`src/rtl/pic_inta_sequencer.sv`:
```
// 8259-style interrupt acknowledge sequencer: owns the ISR, arbitrates masked
// requests with optional priority rotation and runs the two-pulse INTA handshake.
module pic_inta_sequencer #(
    parameter int VEC_BITS     = 5,
    parameter int SPURIOUS_LVL = 7
) (
    input  logic                clk,
    input  logic                reset,
    input  logic [7:0]          irr,
    input  logic                inta_n,
    input  logic                aeoi,
    input  logic                rotate_on_eoi,
    input  logic                eoi_valid,
    input  logic                eoi_specific,
    input  logic [2:0]          eoi_level,
    input  logic [VEC_BITS-1:0] vector_base,
    output logic                int_out,
    output logic [7:0]          isr,
    output logic [7:0]          clear_irr,
    output logic [7:0]          data_out,
    output logic                data_oe
);

    localparam logic [1:0] IDLE = 2'd0;
    localparam logic [1:0] REQ  = 2'd1;
    localparam logic [1:0] ACK1 = 2'd2;
    localparam logic [1:0] ACK2 = 2'd3;

    logic [1:0] state;
    logic [2:0] lowest_prio;
    logic [2:0] lvl;
    logic       spurious;
    logic       inta_q;

    logic       inta_edge;
    logic [2:0] idx;
    logic       irr_found, isr_found;
    logic [2:0] irr_k, isr_k;
    logic [2:0] cand_lvl, isr_top_lvl;
    logic       cand_valid;
    logic       eoi_hit;
    logic [2:0] eoi_lvl;
    logic [7:0] eoi_clr, aeoi_clr, set_mask, isr_next;
    logic       aeoi_fire, set_fire;
    logic [2:0] lp_next;

    assign inta_edge = inta_q & ~inta_n;

    // Walk the ranks from lowest to highest so the best-ranked set bit ends up latched.
    always_comb begin
        idx       = 3'd0;
        irr_found = 1'b0;
        isr_found = 1'b0;
        irr_k     = 3'd0;
        isr_k     = 3'd0;
        for (int k = 7; k >= 0; k--) begin
            idx = lowest_prio + 3'd1 + 3'(k);
            if (irr[idx]) begin
                irr_found = 1'b1;
                irr_k     = 3'(k);
            end
            if (isr[idx]) begin
                isr_found = 1'b1;
                isr_k     = 3'(k);
            end
        end
        cand_lvl    = lowest_prio + 3'd1 + irr_k;
        isr_top_lvl = lowest_prio + 3'd1 + isr_k;
        cand_valid  = irr_found && (!isr_found || (irr_k < isr_k));
    end

    // The INTA set is OR'd in after all clears so it wins on a same-bit collision.
    always_comb begin
        eoi_hit = 1'b0;
        eoi_lvl = 3'd0;
        if (eoi_valid) begin
            if (eoi_specific) begin
                eoi_lvl = eoi_level;
                eoi_hit = isr[eoi_level];
            end else begin
                eoi_lvl = isr_top_lvl;
                eoi_hit = isr_found;
            end
        end
        eoi_clr   = eoi_hit ? (8'b1 << eoi_lvl) : 8'b0;
        aeoi_fire = (state == ACK2) && inta_n && aeoi && !spurious;
        aeoi_clr  = aeoi_fire ? (8'b1 << lvl) : 8'b0;
        set_fire  = (state == REQ) && inta_edge && cand_valid;
        set_mask  = set_fire ? (8'b1 << cand_lvl) : 8'b0;
        isr_next  = (isr & ~(eoi_clr | aeoi_clr)) | set_mask;
        lp_next   = lowest_prio;
        if (rotate_on_eoi && eoi_hit)
            lp_next = eoi_lvl;
        if (rotate_on_eoi && aeoi_fire)
            lp_next = lvl;
    end

    always_ff @(posedge clk) begin
        if (reset) begin
            state       <= IDLE;
            isr         <= 8'b0;
            int_out     <= 1'b0;
            clear_irr   <= 8'b0;
            data_out    <= 8'b0;
            data_oe     <= 1'b0;
            lowest_prio <= 3'd7;
            lvl         <= 3'd0;
            spurious    <= 1'b0;
            inta_q      <= 1'b1;
        end else begin
            inta_q      <= inta_n;
            isr         <= isr_next;
            lowest_prio <= lp_next;
            clear_irr   <= 8'b0;
            case (state)
                IDLE: begin
                    int_out <= cand_valid;
                    if (cand_valid)
                        state <= REQ;
                end
                REQ: begin
                    if (inta_edge) begin
                        int_out  <= 1'b0;
                        spurious <= !cand_valid;
                        lvl      <= cand_valid ? cand_lvl : 3'(SPURIOUS_LVL);
                        if (cand_valid)
                            clear_irr <= 8'b1 << cand_lvl;
                        state    <= ACK1;
                    end else if (!cand_valid) begin
                        int_out <= 1'b0;
                        state   <= IDLE;
                    end
                end
                ACK1: begin
                    data_oe <= 1'b0;
                    if (inta_edge) begin
                        data_out <= 8'({vector_base, lvl});
                        data_oe  <= 1'b1;
                        state    <= ACK2;
                    end
                end
                default: begin
                    if (inta_n) begin
                        data_oe <= 1'b0;
                        state   <= IDLE;
                    end
                end
            endcase
        end
    end

endmodule

```
`config.mk`:
```
export PLATFORM = sky130hd
export DESIGN_NAME = pic_inta_sequencer
export DESIGN_NICKNAME = d
export VERILOG_FILES = /design/src/rtl/pic_inta_sequencer.sv
export SDC_FILE = /design/constraint.sdc
export NUM_CORES = 1
export LEC_CHECK = 0
export BUFFER_PORTS_ARGS = -buffer_cell sky130_fd_sc_hd__buf_4
export CORE_ASPECT_RATIO = 0.9
export CORE_MARGIN = 5
export CORE_UTILIZATION = 55
export CTS_CLUSTER_SIZE = 20
export DETAILED_ROUTE_END_ITERATION = 16
export PLACE_DENSITY_LB_ADDON = 0.12
export SLEW_MARGIN = 20
export SYNTH_ARGS = -nofsm -noshare
export SYNTH_HDL_FRONTEND = slang
export SYNTH_SLANG_ARGS = --single-unit
```
`constraint.sdc`:
```
create_clock -name clk -period 4.55 [get_ports clk]
set_input_delay 0.2275 -clock clk [delete_from_list [all_inputs] [get_ports clk]]
set_output_delay 0.2275 -clock clk [all_outputs]
set_load 0.005 [all_outputs]
```
==> metrics.txt <==
Int Power 718 µW; routed length per instance 17.7 µm; most used cell along the critical path ha_1; Flop pwr share 32.9%; CP required between 4 and 5 ns; R2R Path Start lowest_prio[1]$_SDFFE_PP1P_; Min-Delay Path Depth 2; Setup TNS 0 ns; antenna violations before repair 0; storage element area 721 µm²; routed via count ~2600; Clock transition at path regs around 0.070 ns; critical path class register to register; Total Power roughly 1.2 mW; Max VDD drop approximately 0.24 mV; sw power between 400 and 500 µW; FF-to-FF End isr[2]$_SDFF_PP0_; post-synthesis sequential area ratio 25.3%; WL final 7220 µm; layout cell share with drive strength beyond 1 a little under a third; TritonCTS Buffers 5; critical path startpoint lowest_prio[1]$_SDFFE_PP1P_; f_max 0.233 GHz; clk buf depth 2; CP cell instances ha_1 -> buf_4 -> mux4_2 -> mux2i_4 -> o211ai_1 -> a31oi_1 -> nor2_1 -> ha_1 -> fa_1 -> mux2_2 -> nand2_1 -> or4b_2 -> o221ai_1 -> o21ai_1; RSZ-0062 raised after global routing false; most frequent cells in the layout buf_4, dfxtp_1, nand2_1; syn avg cell area about 9.5 µm²; grt ovf 0; CP Capture Type register; WP data arrival 4.44 ns; Post-synth EDFFs 0; most common cell after layout, fill and taps aside buf_4; first-pass GRT wire length around 12000 µm; CP max FO 12; number of port buffers 48; DPL Wire Length between 5000 and 6000 µm; R2R depth 14; Worst R2R Setup Slack around 0.25 ns; full die area 6710 µm²; Initial Util between 50% and 60%; Slew @ Worst Pin just under 1 ns; Ant. Diodes 0; Switching Share between 40 and 50%; multi-input logic area about 2000 µm²; Clk Latency, worst-skew pair 0.28 ns; GRT Total Usage between 20% and 30%; Synth cell types 59; logic gate share of total power around half; post-synth top area share between 20% and 30%; CTS Sinks 36; Slew Viols, Final 0; status finished, final reports clean; cell count after synthesis 300; PD cells ~360 nW/µm²; fin crit period between 4 and 5 ns; synthesized net count 330; Area contributors post-synth dfxtp_1, mux4_2, mux2i_1, mux2_2, nand2_1; number of global-route vias before repair between 2000 and 3000; Clk network pwr share around 17%; CP max stage cell or4b_2; flops & latches, synth 36; Syn-to-layout area delta 16.8%; total core area roughly 4900 µm²; CP Launch Type register; Pre-antenna DRT Iters 4; Hold WC Path Type input port to register; fin crit share between 90 and 100%; DIE WIDTH roughly 86 µm; CP peak stage delay between 0.6 and 0.7 ns; max-cap violations 0; Synth async-reset ratio 0%; Post-CTS Setup Bufs 0; number of H-tree levels 2; final setup fails 0; area leader, netlist dfxtp_1; nets 372; drt drc 0; clock root buffer clkbuf_8; Top FF cell, synth dfxtp_1; final hold violation count 0; Die Span Y 78.2 µm; GPL Wtd Cong just under 0.9; Rel. slew slack around 36%; critical path endpoint isr[2]$_SDFF_PP0_; Detail Route Antenna Nets 0; Iter 0 DRT Violations 152; synth warn 0; Ports between 40 and 50; Rows 24; CTS tree yes; fill cell count 427; area of the mapped netlist approximately 2800 µm²; clock skew about 0.0048 ns; Vias/cell approximately 6.3; pin count of the biggest net entering global routing 30; leakage ~1.3 nW
==> timing repair <==
| item | in CTS | in global routing |
|---|---|---|
| resized for setup | 0 | 2 |
| hold buffers | 0 | 0 |
| endpoints found under the setup margin | 0 | 1 |
==> flip-flops by register name, summed over array words and instances (netlist names) <==
| register | count |
|---|---|
| inta_q | 1 |
| spurious | 1 |
| isr | 8 |
| clear_irr | 8 |
| data_oe | 1 |
| int_out | 1 |
| lvl | 3 |
| data_out | 8 |
| state | 2 |
| lowest_prio | 3 |
==> cells in the mapped netlist (all sizes together) (7+ instances only) <==
| cell | count |
|---|---|
| mux2 | 11 |
| buf | 11 |
| o21ai | 11 |
| dfxtp | 36 |
| a21oi | 19 |
| nand2 | 32 |
| mux4 | 23 |
| nor2 | 31 |
| mux2i | 14 |
| nor2b | 11 |
| nand2b | 7 |
==> power by group through the flow <==
stage,clock network (mW),registers (mW),logic [mW]
finish,0.210,0.398,0.600
global placement,0,0.402,0.577
CTS,0.215,0.396,0.591
floorplan,0,0.374,0.471
global route,0.231,0.403,0.650
detailed placement,0,0.403,0.587
==> critical path, delay by kind of cell, from the launching register on <==
| family | cells | cell delay [ns] |
|---|---|---|
| flip-flops | 1 | 0.36 |
| AO/OA/AOI/OAI | 4 | 0.70 |
| buffers and inverters | 1 | 0.22 |
| adder cells (fa/ha/maj) | 3 | 1.08 |
| AND/OR/NAND/NOR | 3 | 0.87 |
| multiplexers | 3 | 0.93 |
==> metal layers <==
layer / vias to the layer above / global-route usage (%) / routed length [µm]
met1: 1229 / 30.2 / 3260
met5: - / 0 / 0
li1: 1227 / - / -
met2: 88 / 34.6 / 3450
met4: 0 / 7.91 / 126
met3: 12 / 2.83 / 381
==> final cells by class <==
| cell class | count | share of cell area, % |
|---|---|---|
| flip-flops and latches | 36 | 21.7 |
| multi-input cells | 241 | 61.1 |
| clock buffers | 6 | 2.18 |
| well taps | 65 | 2.45 |
| clock inverters | 1 | 0.151 |
| inverters | 6 | 0.677 |
| repair buffers | 52 | 11.7 |
==> worst min path at each step <==
stage / slack, ns / startpoint / endpoint
floorplan: 0.33 / inta_n / state[1]$_SDFFE_PP0P_
finish: 0.16 / inta_n / state[1]$_SDFFE_PP0P_
detailed placement: 0.45 / data_out[7]$_SDFFE_PP0P_ / data_out[7]$_SDFFE_PP0P_
global placement: 0.44 / data_out[3]$_SDFFE_PP0P_ / data_out[3]$_SDFFE_PP0P_
global route: 0.16 / inta_n / state[1]$_SDFFE_PP0P_
CTS: 0.16 / inta_n / state[1]$_SDFFE_PP0P_
==> cell families (layout without fill, tap and decap cells) <==
| kind of cell | count (synthesis) | after routing | share of synthesized area [%] |
|---|---|---|---|
| multiplexers | 48 | 48 | 27.5 |
| AO/OA/AOI/OAI | 64 | 64 | 16.5 |
| flip-flops | 36 | 36 | 25.3 |
| AND/OR/NAND/NOR | 115 | 115 | 20.5 |
| adder cells (fa/ha/maj) | 7 | 7 | 3.61 |
| XOR/XNOR | 7 | 7 | 2.90 |
| buffers and inverters | 23 | 65 | 3.69 |
==> metrics by stage <==
| stage | setup slack [ns] | hold slack, ns | instances | area, µm² | util, % |
|---|---|---|---|---|---|
| final | 0.252 | 0.164 | 407 | 3320 | 67.5 |
| after global routing | 0.0671 | 0.163 | 407 | 3320 | 67.5 |
| after CTS | 0.221 | 0.159 | 407 | 3310 | 67.3 |
| after detailed placement | 0.242 | 0.447 | 400 | 3230 | 65.7 |
| after global placement | 0.340 | 0.443 | 400 | 3230 | 65.7 |
| after floorplan | 0.533 | 0.328 | 300 | 2850 | - |
Power figures use the tool's default switching activity.
